[src/rtl/quad_enc_emulator.sv]
// Quadrature encoder emulator: turns commanded relative moves into 4X A/B/I
// waveforms, one edge every 'per' sclk cycles, tracking an emulated position.
// Build option: define QENC_EMU_INDEX_EN to drive enc_i high while
// position == 0; otherwise enc_i is tied low.
module quad_enc_emulator #(
    parameter int ENC_CYCLES_PER_REV = 2048,
    parameter int ENC_COUNTS_PER_REV = ENC_CYCLES_PER_REV * 4,
    parameter int ENC_COUNT_SIZE     = $clog2(ENC_COUNTS_PER_REV),
    parameter int STEPS_W            = 16,
    parameter int PERIOD_W           = 24,
    parameter int MIN_PERIOD         = 4
) (
    input  logic                        sclk,
    input  logic                        rstn,
    input  logic                        cmd_valid,
    output logic                        cmd_ready,
    input  logic signed [STEPS_W-1:0]   cmd_steps,
    input  logic [PERIOD_W-1:0]         cmd_period,
    input  logic                        abort,
    input  logic                        home,
    output logic                        enc_a,
    output logic                        enc_b,
    output logic                        enc_i,
    output logic [ENC_COUNT_SIZE-1:0]   position,
    output logic                        busy,
    output logic                        done
);

    localparam logic [ENC_COUNT_SIZE-1:0] CNT_MAX = ENC_COUNT_SIZE'(ENC_COUNTS_PER_REV - 1);
    localparam logic [PERIOD_W-1:0]       MIN_PER = PERIOD_W'(MIN_PERIOD);

    typedef enum logic {
        IDLE = 1'b0,
        RUN  = 1'b1
    } state_t;

    state_t                     state_reg;
    logic [STEPS_W-1:0]         remaining_reg;
    logic                       dir_reg;        // 1 = reverse
    logic [PERIOD_W-1:0]        per_reg;
    logic [PERIOD_W-1:0]        timer_reg;
    logic [ENC_COUNT_SIZE-1:0]  position_reg;
    logic                       enc_a_reg;
    logic                       enc_b_reg;
    logic                       cmd_ready_reg;
    logic                       busy_reg;
    logic                       done_reg;

    logic [ENC_COUNT_SIZE-1:0]  pos_fwd;
    logic [ENC_COUNT_SIZE-1:0]  pos_rev;
    logic [ENC_COUNT_SIZE-1:0]  pos_next;
    logic [STEPS_W-1:0]         steps_abs;
    logic [PERIOD_W-1:0]        per_clamped;
    logic                       edge_now;
    logic                       last_edge;

    // Magnitude as unsigned so the most negative move length is still legal;
    // periods below the minimum are raised so a downstream synchronizer
    // never loses an edge.
    assign steps_abs   = cmd_steps[STEPS_W-1] ? (~$unsigned(cmd_steps) + 1'b1)
                                              : $unsigned(cmd_steps);
    assign per_clamped = (cmd_period < MIN_PER) ? MIN_PER : cmd_period;

    // Wrapping neighbours of the current position.
    assign pos_fwd = (position_reg == CNT_MAX) ? '0 : position_reg + 1'b1;
    assign pos_rev = (position_reg == '0) ? CNT_MAX : position_reg - 1'b1;

    // Next position: home in IDLE, one edge per timer expiry in RUN (abort wins).
    always_comb begin
        pos_next  = position_reg;
        edge_now  = 1'b0;
        last_edge = 1'b0;
        case (state_reg)
            IDLE: begin
                if (home) begin
                    pos_next = '0;
                end
            end
            RUN: begin
                if (!abort && (timer_reg == '0)) begin
                    edge_now = 1'b1;
                    pos_next = dir_reg ? pos_rev : pos_fwd;
                end
            end
            default: ;
        endcase
        last_edge = edge_now && (remaining_reg == STEPS_W'(1));
    end

    // Move FSM plus registered pin/status outputs; A/B derive from the next
    // position so pins and position change on the same edge.
    always_ff @(posedge sclk) begin
        if (!rstn) begin
            state_reg     <= IDLE;
            remaining_reg <= '0;
            dir_reg       <= 1'b0;
            per_reg       <= MIN_PER;
            timer_reg     <= '0;
            position_reg  <= '0;
            enc_a_reg     <= 1'b0;
            enc_b_reg     <= 1'b0;
            cmd_ready_reg <= 1'b1;
            busy_reg      <= 1'b0;
            done_reg      <= 1'b0;
        end else begin
            position_reg <= pos_next;
            enc_a_reg    <= pos_next[1] ^ pos_next[0];
            enc_b_reg    <= pos_next[1];
            done_reg     <= 1'b0;
            case (state_reg)
                IDLE: begin
                    cmd_ready_reg <= 1'b1;
                    busy_reg      <= 1'b0;
                    if (cmd_valid && cmd_ready_reg) begin
                        if (cmd_steps == '0) begin
                            done_reg <= 1'b1;
                        end else begin
                            remaining_reg <= steps_abs;
                            dir_reg       <= cmd_steps[STEPS_W-1];
                            per_reg       <= per_clamped;
                            timer_reg     <= per_clamped - 1'b1;
                            state_reg     <= RUN;
                            cmd_ready_reg <= 1'b0;
                            busy_reg      <= 1'b1;
                        end
                    end
                end
                RUN: begin
                    if (abort) begin
                        state_reg     <= IDLE;
                        cmd_ready_reg <= 1'b1;
                        busy_reg      <= 1'b0;
                    end else if (edge_now) begin
                        remaining_reg <= remaining_reg - 1'b1;
                        timer_reg     <= per_reg - 1'b1;
                        if (last_edge) begin
                            // ready re-asserts one cycle after done
                            state_reg <= IDLE;
                            busy_reg  <= 1'b0;
                            done_reg  <= 1'b1;
                        end
                    end else begin
                        timer_reg <= timer_reg - 1'b1;
                    end
                end
                default: state_reg <= IDLE;
            endcase
        end
    end

`ifdef QENC_EMU_INDEX_EN
    logic enc_i_reg;

    // Index is high for the single count at position 0, aligned with A/B.
    always_ff @(posedge sclk) begin
        if (!rstn) begin
            enc_i_reg <= 1'b1;
        end else begin
            enc_i_reg <= (pos_next == '0);
        end
    end

    assign enc_i = enc_i_reg;
`else
    assign enc_i = 1'b0;
`endif

    assign enc_a     = enc_a_reg;
    assign enc_b     = enc_b_reg;
    assign position  = position_reg;
    assign cmd_ready = cmd_ready_reg;
    assign busy      = busy_reg;
    assign done      = done_reg;

endmodule

[config.mk]
export PLATFORM = sky130hd
export DESIGN_NAME = quad_enc_emulator
export DESIGN_NICKNAME = d
export VERILOG_FILES = /design/src/rtl/quad_enc_emulator.sv
export SDC_FILE = /design/constraint.sdc
export NUM_CORES = 1
export LEC_CHECK = 0
export ABC_AREA = 1
export CORE_MARGIN = 2
export CORE_UTILIZATION = 45
export CTS_CLUSTER_SIZE = 25
export DETAILED_ROUTE_END_ITERATION = 6
export DONT_BUFFER_PORTS = 1
export PLACE_DENSITY = 0.62
export REMOVE_ABC_BUFFERS = 1
export SYNTH_ARGS = -nofsm -noshare
export SYNTH_HDL_FRONTEND = slang
export SYNTH_SLANG_ARGS = --single-unit
[constraint.sdc]
create_clock -name sclk -period 3 [get_ports sclk]
set_clock_uncertainty 0.15 [all_clocks]
set_input_delay 0.15 -clock sclk [delete_from_list [all_inputs] [get_ports sclk]]
set_output_delay 0.15 -clock sclk [all_outputs]
set_load 0.01 [all_outputs]
; Yosys cells after proc, flatten, opt, wreduce, memory -nomap -nowiden
; Index checks and enable logic that the tools add are counted.
[totals]
input_bits = 45
elab_cells = 86
reg_bits = 84
[op_classes]
reduce_logical = 12
add_sub_neg = 7
mux = 39
eq_ne = 11
bitwise = 4
order_cmp = 1
[ops]
columns = op, count
row1 = 2-to-1 mux 24 bit, 5
row2 = 2-to-1 mux 16 bit, 5
row3 = subtractor 24 x 1 -> 24 bit (second input constant), 3
row4 = 2-to-1 mux 13 bit, 5
row5 = case mux 24 bit (2 select lines), 1
row6 = case mux 16 bit (2 select lines), 1
row7 = case mux 13 bit (2 select lines), 1
row8 = logical NOT 24 bit, 1
row9 = less-than comparator 24 x 3 -> 1 bit (second input constant), 1
row10 = 2-to-1 mux 1 bit, 17
row11 = adder 16 x 1 -> 16 bit (second input constant), 1
row12 = == test 16 x 1 -> 1 bit (second input constant), 1
row13 = logical NOT 16 bit, 1
row14 = inverter 16 bit, 1
row15 = subtractor 16 x 1 -> 16 bit (second input constant), 1
row16 = adder 13 x 1 -> 13 bit (second input constant), 1
row17 = == test 13 bit (second input constant), 1
row18 = logical NOT 13 bit, 1
row19 = subtractor 13 x 1 -> 13 bit (second input constant), 1
row20 = != test 2 bit (second input constant), 5
row21 = case mux 1 bit (2 select lines), 4
row22 = != test 3 x 2 -> 1 bit (second input constant), 2
row23 = AND reduction 3 bit, 2
row24 = != test 2 x 1 -> 1 bit (second input constant), 2
row25 = 6 further kinds, 10

; Longest topological paths before layout
; Gate-level depths: netlist of run 1.
[depth]
ltp_word = 9
ltp_mapped = 17
depth_no_buf = 17

; Worst setup path after synthesis of run 1
; OpenSTA, ideal clock, no wires.
[synth_timing]
path_type = reg-to-reg
from = register timer_reg[3]
to = register timer_reg[22]
slack_ps = 921
path_buffers = 0
synth_period_minus_slack_ps = 2079
stages_incl_launch_ff = 14
t_arrival_ps = 1815
path_cell_list = dfxtp_1 > nor2_1 > nand3_1 > nor2_2 > nand2_4 > nand2_2 > nor2_1 > nor2_4 > ha_1 > nand3_4 > nor2_2 > nand4_1 > nand3_1 > nand2_1
[synth_between]
elab_chain_len = 7
[synth_lines]
columns = item, line
row1 = "start, declared", 41  ; logic [PERIOD_W-1:0] timer_reg;
row2 = "start signal, assigned", 121  ; timer_reg <= per_clamped - 1'b1;
row3 = "start signal, assigned", 135  ; timer_reg <= per_reg - 1'b1;
row4 = "start signal, assigned", 143  ; timer_reg <= timer_reg - 1'b1;
row5 = "parallel branches: the longest is 4 deep, another holds subtractor 24 x 1 -> 24 bit", --
row6 = 2-to-1 mux 24 bit (*), 133  ; end else if (edge_now) begin
row7 = 2-to-1 mux 24 bit (*), 129  ; if (abort) begin
row8 = case mux 24 bit (2 select lines) (*), 110  ; case (state_reg)
; Mark *: on every way between the ends. The select of a mux whose other input is x is not followed.
; A chain may end at the register's enable or synchronous reset.

; Worst setup path in the final report of run 1
[layout_timing]
from = register timer_reg[15]
to = register done_reg, in the netlist done
[layout_between]
elab_chain_len = 9
[layout_lines]
columns = item, line
row1 = logical NOT 24 bit (*), 80  ; if (!abort && (timer_reg == '0)) begin
row2 = logical AND 1 bit (*), 80
row3 = 2-to-1 mux 1 bit (*), 80
row4 = 2-to-1 mux 1 bit (*), 73  ; case (state_reg)
row5 = logical AND 1 bit, 87  ; last_edge = edge_now && (remaining_reg == STEPS_W'(1));
row6 = 2-to-1 mux 1 bit, 136  ; if (last_edge) begin
row7 = 2-to-1 mux 1 bit (*), 133
row8 = 2-to-1 mux 1 bit (*), 129
row9 = case mux 1 bit (2 select lines) (*), 110
row10 = "end signal, assigned", 109  ; done_reg <= 1'b0;
row11 = "end signal, assigned", 116  ; done_reg <= 1'b1;
row12 = "end signal, assigned", 140  ; done_reg <= 1'b1;
row13 = "end, declared", 47  ; logic done_reg;
; Every way passes the cells marked *; elsewhere a longest branch is shown, timed or not.

==> results of run 1 <==
worst max-delay path, delay by kind of cell (launching register included):
kind	cells	cell delay, ns
AND/OR/NAND/NOR	7	1.51
buffers and inverters	1	0.54
flip-flops	1	0.32
AO/OA/AOI/OAI	1	0.17
layout make-up:
| class | count | area, um^2 | share of cell area |
|---|---|---|---|
| Clock buffer | 13 | 260 | 0.0389 |
| Timing Repair Buffer | 47 | 478 | 0.0714 |
| Clock inverter | 2 | 35.0 | 0.00523 |
| Tap cell | 172 | 215 | 0.0321 |
| Sequential cell | 83 | 1660 | 0.248 |
| Multi-Input combinational cell | 710 | 3620 | 0.540 |
| Inverter | 113 | 425 | 0.0635 |
through the flow:
| step | hold slack (ns) | cells | setup TNS [ns] | total power [mW] | util |
|---|---|---|---|---|---|
| after floorplan | 0.118 | 906 | -8.10 | 1.82 | - |
| after global placement | 0.131 | 1085 | 0 | 2.00 | 0.471 |
| after global routing | 0.0324 | 1140 | 0 | 3.35 | 0.526 |
| after CTS | 0.00557 | 1140 | 0 | 3.19 | 0.526 |
| final | 0.0114 | 1140 | 0 | 3.17 | 0.526 |
| after detailed placement | 0.125 | 1085 | 0 | 2.00 | 0.471 |
worst max path at each step:
stage / from / to / slack, ns
after floorplan: state_reg$_SDFF_PN0_ / timer_reg[22]$_SDFFE_PN0P_ / -0.50
after global placement: position[1]$_SDFF_PN0_ / position[12]$_SDFFE_PN0P_ / 0.39
final: timer_reg[15]$_SDFFE_PN0P_ / done$_SDFF_PN0_ / 0.25
after global routing: timer_reg[16]$_SDFFE_PN0P_ / done$_SDFF_PN0_ / 0.03
after detailed placement: position[1]$_SDFF_PN0_ / position[12]$_SDFFE_PN0P_ / 0.37
after CTS: timer_reg[14]$_SDFFE_PN0P_ / done$_SDFF_PN0_ / 0.24
power breakdown:
group	internal, mW	switching (mW)	total [mW]	leakage, nW
Sequential	1.19	0.0737	1.26	0.681
Clock	0.686	0.464	1.15	0.146
Combinational	0.272	0.490	0.762	2.06
Total	2.15	1.03	3.17	2.88
Yosys cell counts (all sizes together):
| cell | n |
|---|---|
| a211oi | 2 |
| a21oi | 61 |
| a311oi | 3 |
| a31oi | 6 |
| buf | 24 |
| clkbuf | 16 |
| clkinv | 1 |
| conb | 1 |
| dfxtp | 83 |
| ha | 6 |
| inv | 112 |
| nand2 | 231 |
| nand3 | 111 |
| nand3b | 5 |
| nand4 | 12 |
| nor2 | 160 |
| nor3 | 11 |
| nor3b | 1 |
| nor4 | 4 |
| o211ai | 7 |
| o21a | 2 |
| o21ai | 54 |
| o22ai | 1 |
| o311ai | 2 |
| o31ai | 2 |
| or2 | 4 |
| xnor2 | 7 |
| xor2 | 17 |
routing by layer:
metal	up-vias	global-route usage	share of wire
li1	3080	-	-
met1	2620	0.338	0.49
met2	159	0.361	0.44
met3	26	0.0323	0.049
met4	0	0.101	0.025
met5	-	0	0
repair_timing:
action,CTS,global route
hold buffers,40,0
endpoints found under the setup margin,0,1
gates resized for setup,0,1
endpoints found under the hold margin,45,0
cell families after synthesis:
kind of cell               share of synthesized area
AOI/OAI and AO/OA                              0.131
xor gates and xnor gates                      0.0355
adders and majority gates                     0.0127
other                                       0.000633
and+or+nand+nor                                0.431
buffers and inverters                          0.109
DFF                                            0.281
==> metrics.yaml, run 1 <==
outcome: "finished, final reports clean"
nets: 1015
finalHoldViolCount: 0
crit_path_max_incr_delay_ns: 0.54
drc: 0
gp_congestion: 0.873
post_cts_buffers: 0
yosys_warnings: 0
final_common_cell: "nand2_1"
synth.distinct_cells: 44
ys_seq_area_frac: 0.281
criticalPathCategory: "flop to flop"
antenna_found_initial: 0
num_io_pins: 64
endpoint_kind: "flop"
yosys.area.top_type: "dfxtp_1"
wl_per_cell_um: 14.3
fp-row-count: 41
grt_usage: 0.238
wl_mm: 16.3
max_freq_mhz: 363
finalCriticalPeriod_ns: 2.75
critPathArrivalTime_ns: 2.90
ys_ff_latch: 83
grt_pass1_vias: 5517
ir_drop_mv: 0.337
die_area_um2: 14100
setup_ws_ns: 0.248
netlist.area_leader.share: 0.281
cp_max_fo: 9
viasPerCell: 5.16
whs_path_depth: 4
cp_common_cell: "nand2_1"
die_w_um: 119
dr.pass1.iters: 4
start_kind: "flop"
min_path_type: "primary input to flop"
syn_inst: 946
grt_pass1_wl_mm: 27.3
rsz0062_at_grt: "false"
drt_iter0_markers: 395
r2r-end: "done$_SDFF_PN0_"
final_design_area_no_fill_um2: 6700
cts_tree: "built"
final.fill_count: 1346
worst-r2r-setup-slack_ns: 0.25
cts_root_buf: "clkbuf_16"
synth.top_cells.by_area: "dfxtp_1, nand2_1, nand3_1"
reg2reg_from: "timer_reg[15]$_SDFFE_PN0P_"
drtAntennaViolNets: 0
netlist_area_um2: 5920
clk_pin_slew_ns: 0.06
htreeDepth: 3
max-slew-margin-rel: 0.544
syn2layout_area_growth_pct: 13.0
worstSkewPairLatency_ns: 0.35
drive_gt1_frac: 0.101
period_share: 0.917
worstHoldStart: "cmd_steps[11]"
initial_core_util: 0.466
hpwl_mm: 11.5
mostFrequentLayoutCells: "nand2_1, nor2_1, inv_1"
critical_path_required_ns: 3.14
setup_viol: 0
syn_avg_cell_area_um2: 6.26
io_buffers: 0
core-area_um2: 12700
num_vias: 5885
grt_max_degree: 67
cellLeakagePower_nw: 2.88
place_area_um2: 6000
cp_cell_sequence: "nor2_1 -> nand2_1 -> nor2_1 -> nand2_1 -> nor2_4 -> nand2_1 -> nor4_1 -> o21a_1 -> dlygate4sd3_1"
tightest_slew_ns: 0.682
die_y_um: 119
report.final.slew_viol_count: 0
n_antenna_cell: 0
worst_path_max_delay_cell: "dlygate4sd3_1"
r2r_cells: 9
cts-buffers-inserted: 9
cts_buffer_depth: 2
cap_viol_max_count: 0
powerDensity_nw_per_um2: 474
pre_cts_ws_ns: 0.368
min_to: "remaining_reg[11]$_SDFFE_PN0P_"
gr-total-overflow: 0
cts.sinks: 83
Power figures use the tool's default switching activity.
==> run 2, diff against run 1 <==
--- a/config.mk
+++ b/config.mk
@@ -6,6 +6,7 @@
 export NUM_CORES = 1
 export LEC_CHECK = 0
 export ABC_AREA = 1
+export CORE_ASPECT_RATIO = 0.7
 export CORE_MARGIN = 2
 export CORE_UTILIZATION = 45
 export CTS_CLUSTER_SIZE = 25
==> constraint.sdc (replaced) <==
create_clock -name sclk -period 2.6 [get_ports sclk]
set_clock_uncertainty 0.15 [all_clocks]
set_input_delay 0.13 -clock sclk [delete_from_list [all_inputs] [get_ports sclk]]
set_output_delay 0.13 -clock sclk [all_outputs]
set_load 0.01 [all_outputs]
==> run 2 against run 1 <==
  * Routed wire length increased by 3.8%
  * Count of clock-buffer cells in the layout decreased by 1
  * Sequential power increased by 16%
  * Sequential cell count unchanged
  * Final cell count increased by 0.96%
  * Clock power about the same
  * Global-route usage increased by 0.39 points
  * Largest power group unchanged
  * Via count increased by 3.2%
  * Non-clock buffer count increased by 19
  * Combinational power increased by 23%
  * Core utilization increased by 0.13 points
==> metrics.yaml, run 2 (synthesis results as in run 1) <==
outcome: "finished, final reports clean"  # unchanged
clk_pin_slew_ns: 0.06  # about the same
io_buffers: 0  # unchanged
critical_path_required_ns: 2.67  # was 3.14 ns
tightest_slew_ns: 0.652  # was 0.682 ns
final_design_area_no_fill_um2: 6860  # was 6700 um^2
cts_tree: "built"  # unchanged
antenna_found_initial: 0  # unchanged
hpwl_mm: 12.0  # was 11.5 mm
rsz0062_at_grt: "true"  # was false
worst_path_max_delay_cell: "dlygate4sd3_1"  # unchanged
grt_pass1_vias: 5486  # was 5517
cap_viol_max_count: 0  # unchanged
finalCriticalPeriod_ns: 2.42
critPathArrivalTime_ns: 2.49  # was 2.90 ns
cp_cell_sequence: "dlygate4sd3_1 -> inv_1 -> nand3_1 -> nor2_2 -> nand3_1 -> nand3_1 -> nand2_1 -> nor2_4 -> ha_4 -> nand3_4 -> nor2_4 -> buf_4 -> nand2_1 -> nand2_1 -> o21ai_1"  # was nor2_1 -> nand2_1 -> nor2_1 -> nand2_1 -> nor2_4 -> nand2_1 -> nor4_1 -> o21a_1 -> dlygate4sd3_1
gr-total-overflow: 0  # unchanged
report.final.slew_viol_count: 0  # unchanged
max-slew-margin-rel: 0.564  # was 0.544
criticalPathCategory: "primary input to flop"  # was flop to flop
grt_pass1_wl_mm: 27.6  # was 27.3 mm
wl_per_cell_um: 14.7  # was 14.3 um
wl_met1_mm: 8.99  # was 7.92 mm
register_area_um2: 1670  # was 1660 um^2
viasPerCell: 5.28  # was 5.16
initial_core_util: 0.455  # was 0.466
drive_gt1_frac: 0.126  # was 0.101
die_w_um: 141  # was 119 um
period_share: 0.931
endpoint_kind: "flop"  # unchanged
grt_max_degree: 40  # was 67
multiInputGateArea_um2: 3660  # was 3620 um^2
mostFrequentLayoutCells: "nand2_1, nor2_1, inv_1"  # unchanged
max_freq_mhz: 413
wl_mm: 16.9  # was 16.3 mm
grt_usage: 0.242  # was 0.238
tns_ns: 0  # unchanged
min_path_type: "primary input to flop"  # unchanged
finalHoldViolCount: 0  # unchanged
setup_viol: 0  # unchanged
worstSkewPairLatency_ns: 0.33  # was 0.35 ns
crit_path_max_incr_delay_ns: 0.54  # about the same
drt_iter0_markers: 471  # was 395
place_area_um2: 6150  # was 6000 um^2
cts_buffer_depth: 2  # unchanged
syn2layout_area_growth_pct: 15.8  # was 13.0%
drtAntennaViolNets: 0  # unchanged
wl_met3_mm: 1.03  # was 791 um
num_vias: 6073  # was 5885
powerDensity_nw_per_um2: 520  # was 474 nW/um^2
wl_met2_mm: 6.71  # was 7.14 mm
core-area_um2: 13000  # was 12700 um^2
htreeDepth: 3  # unchanged
fp-row-count: 35  # was 41
dr.pass1.iters: 5  # was 4
topRoutingLayerUsed: "met4"  # unchanged
cts_root_buf: "clkbuf_16"  # unchanged
cellLeakagePower_nw: 2.98  # was 2.88 nW
die_area_um2: 14100  # about the same
start_kind: "primary input"  # was flop
die_y_um: 100  # was 119 um
gp_congestion: 0.901  # was 0.873
cp_max_fo: 7  # was 9
drc: 0  # unchanged
nets: 1035  # was 1015
whs_ns: 0.00713  # was 0.0114 ns
cts.sinks: 83  # unchanged
num_io_pins: 64  # unchanged
final_common_cell: "nand2_1"  # unchanged
final.fill_count: 1354  # was 1346
n_antenna_cell: 0  # unchanged
total_power_mw: 3.57  # was 3.17 mW
ir_drop_mv: 0.377  # was 0.337 mV
cts-buffers-inserted: 9  # unchanged
## run 2: cell count changes in the layout (fill, tap and decap cells not counted), moves of 2 or more
| cell | change |
|---|---|
| buf_12 | +2 |
| buf_4 | +16 |
| nand2_1 | -2 |
| dfxtp_2 | +2 |
| dfxtp_1 | -2 |
| nor2_2 | +2 |
| nor2_1 | -2 |
| nand2_2 | +2 |
## run 2: final timing paths
path	start	to	slack, ns	depth (start not counted)
worst max register to register	timer_reg[12]$_SDFFE_PN0P_	timer_reg[17]$_SDFFE_PN0P_	0.23	14
worst max-delay path	cmd_period[9]	timer_reg[6]$_SDFFE_PN0P_	0.18	15
worst min register to register	timer_reg[22]$_SDFFE_PN0P_	timer_reg[22]$_SDFFE_PN0P_	0.30	2
worst min-delay path	cmd_period[0]	per_reg[0]$_SDFFE_PN0P_	0.007	4
## run 2: what timing repair did
item / in CTS / in global routing
hold endpoints to repair: 45 / 0
hold buffers: 40 / 0
gates resized for setup: 0 / 12
setup endpoints to repair: 0 / 21
buffers inserted: 0 / 1
## run 2: cell type report
type | instances | share of cell area
Timing Repair Buffer | 66 | 0.0946
Multi-Input combinational cell | 711 | 0.533
Sequential cell | 83 | 0.243
Clock buffer | 12 | 0.0374
Inverter | 113 | 0.0620
Tap cell | 166 | 0.0303
## run 2: worst max-delay path: cells and delay by family
| kind | cells | cell delay, ns |
|---|---|---|
| buffers and inverters | 3 | 0.84 |
| AO/OA/AOI/OAI | 1 | 0.05 |
| adder cells (fa/ha/maj) | 1 | 0.18 |
| AND/OR/NAND/NOR | 10 | 1.30 |
## run 2: power breakdown
part,internal [mW],leakage (nW),total [mW],switching [mW]
combinational,0.347,2.17,0.938,0.591
clock,0.679,0.126,1.18,0.498
sequential,1.37,0.682,1.46,0.0827
## run 2: per-layer routing
layer / up-vias / global-route usage
met5: - / 0
met4: 0 / 0.0408
met2: 186 / 0.356
li1: 3118 / -
met3: 13 / 0.0382
met1: 2756 / 0.376
## run 2: stage by stage
stage	worst slack, ns	instances	util
2_1_floorplan	-0.903	906	-
6_report	0.180	1151	0.528
5_1_grt	-0.0289	1151	0.528
4_1_cts	0.0864	1149	0.523
3_3_place_gp	0.140	1097	0.473
3_5_place_dp	0.112	1097	0.473
==> run 3, diff against run 2 <==
--- a/config.mk
+++ b/config.mk
@@ -8,11 +8,11 @@
 export ABC_AREA = 1
 export CORE_ASPECT_RATIO = 0.7
 export CORE_MARGIN = 2
-export CORE_UTILIZATION = 45
+export CORE_UTILIZATION = 35
 export CTS_CLUSTER_SIZE = 25
 export DETAILED_ROUTE_END_ITERATION = 6
 export DONT_BUFFER_PORTS = 1
-export PLACE_DENSITY = 0.62
+export PLACE_DENSITY = 0.51
 export REMOVE_ABC_BUFFERS = 1
 export SYNTH_ARGS = -nofsm -noshare
 export SYNTH_HDL_FRONTEND = slang
==> run 3 against run 2 <==
  * Final cell count up 5.9%
  * Worst setup slack worse by 0.0018 ns
  * Global-route usage down 3.6 points
  * First-iteration DRC count down 8.5%
  * Highest routed layer unchanged
  * Critical endpoint is now timer_reg[10]$_SDFFE_PN0P_
  * Worst hold slack worse by 0.0046 ns
  * Routed wire length up 7.4%
  * Sequential cell count unchanged
  * Sequential power about the same
  * Fmax about the same
==> metrics.yaml, run 3 (synthesis results as in run 1) <==
outcome: "finished, final reports clean"  # unchanged
wl_per_cell_um: 14.9  # was 14.7 um
whs_ns: 0.00255  # was 0.00713 ns
n_antenna_cell: 0  # unchanged
cp_common_cell: "nand3_1"
cts.sinks: 83  # unchanged
ir_drop_mv: 0.253  # was 0.377 mV
cap_viol_max_count: 0  # unchanged
busiest_layer: "met1"  # unchanged
crit_path_max_incr_delay_ns: 0.53  # was 0.54 ns
nets: 1040  # was 1035
start_kind: "primary input"  # unchanged
io_buffers: 0  # unchanged
grt_usage: 0.206  # was 0.242
cts-buffers-inserted: 9  # unchanged
mostFrequentLayoutCells: "nand2_1, nor2_1, inv_1"  # unchanged
utilization: 0.428  # was 0.528
grt_pass1_wl_mm: 29.7  # was 27.6 mm
pre_cts_ws_ns: 0.114  # was 0.112 ns
cts_buffer_depth: 2  # unchanged
worst_path_max_delay_cell: "dlygate4sd3_1"  # unchanged
core-area_um2: 16400  # was 13000 um^2
drtAntennaViolNets: 0  # unchanged
drive_gt1_frac: 0.137  # was 0.126
final_design_area_no_fill_um2: 7040  # was 6860 um^2
gp_congestion: 0.865  # was 0.901
post_cts_buffers: 0  # unchanged
gr-total-overflow: 0  # unchanged
use_met1: 0.327  # was 0.376
endpoint_kind: "flop"  # unchanged
grt_util_met2: 0.284  # was 0.356
critPathArrivalTime_ns: 2.53  # was 2.49 ns
grt_max_degree: 56  # was 40
drt_iter0_markers: 431  # was 471
max_freq_mhz: 413  # about the same
cellLeakagePower_nw: 3.03  # was 2.98 nW
finalCriticalPeriod_ns: 2.42  # about the same
grt_util_met3: 0.0381  # was 0.0382
num_vias: 6002  # was 6073
finalHoldViolCount: 0  # unchanged
fp-row-count: 39  # was 35
tightest_slew_ns: 0.728  # was 0.652 ns
clk_pin_slew_ns: 0.07  # was 0.06 ns
drc: 0  # unchanged
num_io_pins: 64  # unchanged
setup_viol: 0  # unchanged
powerDensity_nw_per_um2: 533  # was 520 nW/um^2
rsz0062_at_grt: "true"  # unchanged
die_w_um: 159  # was 141 um
die_area_um2: 18000  # was 14100 um^2
htreeDepth: 3  # unchanged
critical_path_required_ns: 2.70  # was 2.67 ns
syn2layout_area_growth_pct: 18.8  # was 15.8%
setup_ws_ns: 0.178  # was 0.180 ns
period_share: 0.932  # was 0.931
min_path_type: "primary input to flop"  # unchanged
cp_max_fo: 5  # was 7
cts_tree: "built"  # unchanged
final_cells: 1219  # was 1151
grt_pass1_vias: 5517  # was 5486
die_y_um: 113  # was 100 um
wl_mm: 18.1  # was 16.9 mm
report.final.slew_viol_count: 0  # unchanged
place_area_um2: 6280  # was 6150 um^2
max-slew-margin-rel: 0.513  # was 0.564
dr.pass1.iters: 5  # unchanged
cp_cell_sequence: "dlygate4sd3_1 -> inv_1 -> nand3_1 -> nor2_2 -> nand3_1 -> nand3_1 -> nand2_1 -> nor2_4 -> ha_1 -> nand3_4 -> nor2_2 -> nand3_1 -> nand2_1 -> o21ai_1"  # was dlygate4sd3_1 -> inv_1 -> nand3_1 -> nor2_2 -> nand3_1 -> nand3_1 -> nand2_1 -> nor2_4 -> ha_4 -> nand3_4 -> nor2_4 -> buf_4 -> nand2_1 -> nand2_1 -> o21ai_1
initial_core_util: 0.360  # was 0.455
viasPerCell: 4.92  # was 5.28
final_common_cell: "nand2_1"  # unchanged
placed_cells: 1162  # was 1097
cts_root_buf: "clkbuf_16"  # unchanged
criticalPathCategory: "primary input to flop"  # unchanged
hpwl_mm: 13.0  # was 12.0 mm
worstSkewPairLatency_ns: 0.36  # was 0.33 ns
antenna_found_initial: 0  # unchanged
## run 3: changes by cell type in the layout (fill, tap and decap cells not counted), moves of 2 or more
cell,delta
buf_4,+4
clkinv_2,+3
nor2_1,-5
nor2_2,+3
nor2_4,+2
## run 3: layout make-up
class | instances | area (um^2)
multi-input combinational | 711 | 3670
clock buffer | 11 | 243
fill | 1767 | 9410
sequential | 83 | 1660
tap | 225 | 282
inverter | 113 | 425
timing repair buffer | 71 | 703
clock inverter | 5 | 52.6
## run 3: report_power, final
part | total [mW] | internal, mW | switching, mW
sequential | 1.45 | 1.37 | 0.0822
clock | 1.34 | 0.767 | 0.569
combinational | 0.961 | 0.354 | 0.606
total | 3.75 | 2.49 | 1.26
## run 3: repair_timing
action / CTS / global route
hold buffers: 40 / 0
gates resized for setup: 0 / 17
setup endpoints to repair: 0 / 25
hold endpoints to repair: 48 / 0
## run 3: metal layers
| layer | vias up | routed length [um] |
|---|---|---|
| met3 | 12 | 987 |
| met5 | - | 0 |
| met1 | 2719 | 10100 |
| met4 | 0 | 157 |
| met2 | 136 | 6910 |
| li1 | 3135 | - |
## run 3: critical path: cells and delay by family
family / cells / cell delay, ns
buffers and inverters: 2 / 0.66
and+or+nand+nor: 10 / 1.45
AOI/OAI and AO/OA: 1 / 0.05
adders and majority gates: 1 / 0.24
## run 3: worst paths after layout
path                                   start                             to  slack, ns  cells past startpoint
hold reg to reg   timer_reg[22]$_SDFFE_PN0P_     timer_reg[22]$_SDFFE_PN0P_       0.31                      2
setup reg to reg  timer_reg[15]$_SDFFE_PN0P_     timer_reg[22]$_SDFFE_PN0P_       0.23                     15
setup / recovery               cmd_period[9]     timer_reg[10]$_SDFFE_PN0P_       0.18                     14
hold / removal                  cmd_steps[6]  remaining_reg[6]$_SDFFE_PN0P_      0.003                      4
## run 3: through the flow
step,power [mW],setup TNS (ns)
after floorplan,2.10,-27.93
after global placement,2.36,0
after detailed placement,2.36,0
after CTS,3.76,0
after global routing,3.96,-0.0629
final,3.75,0
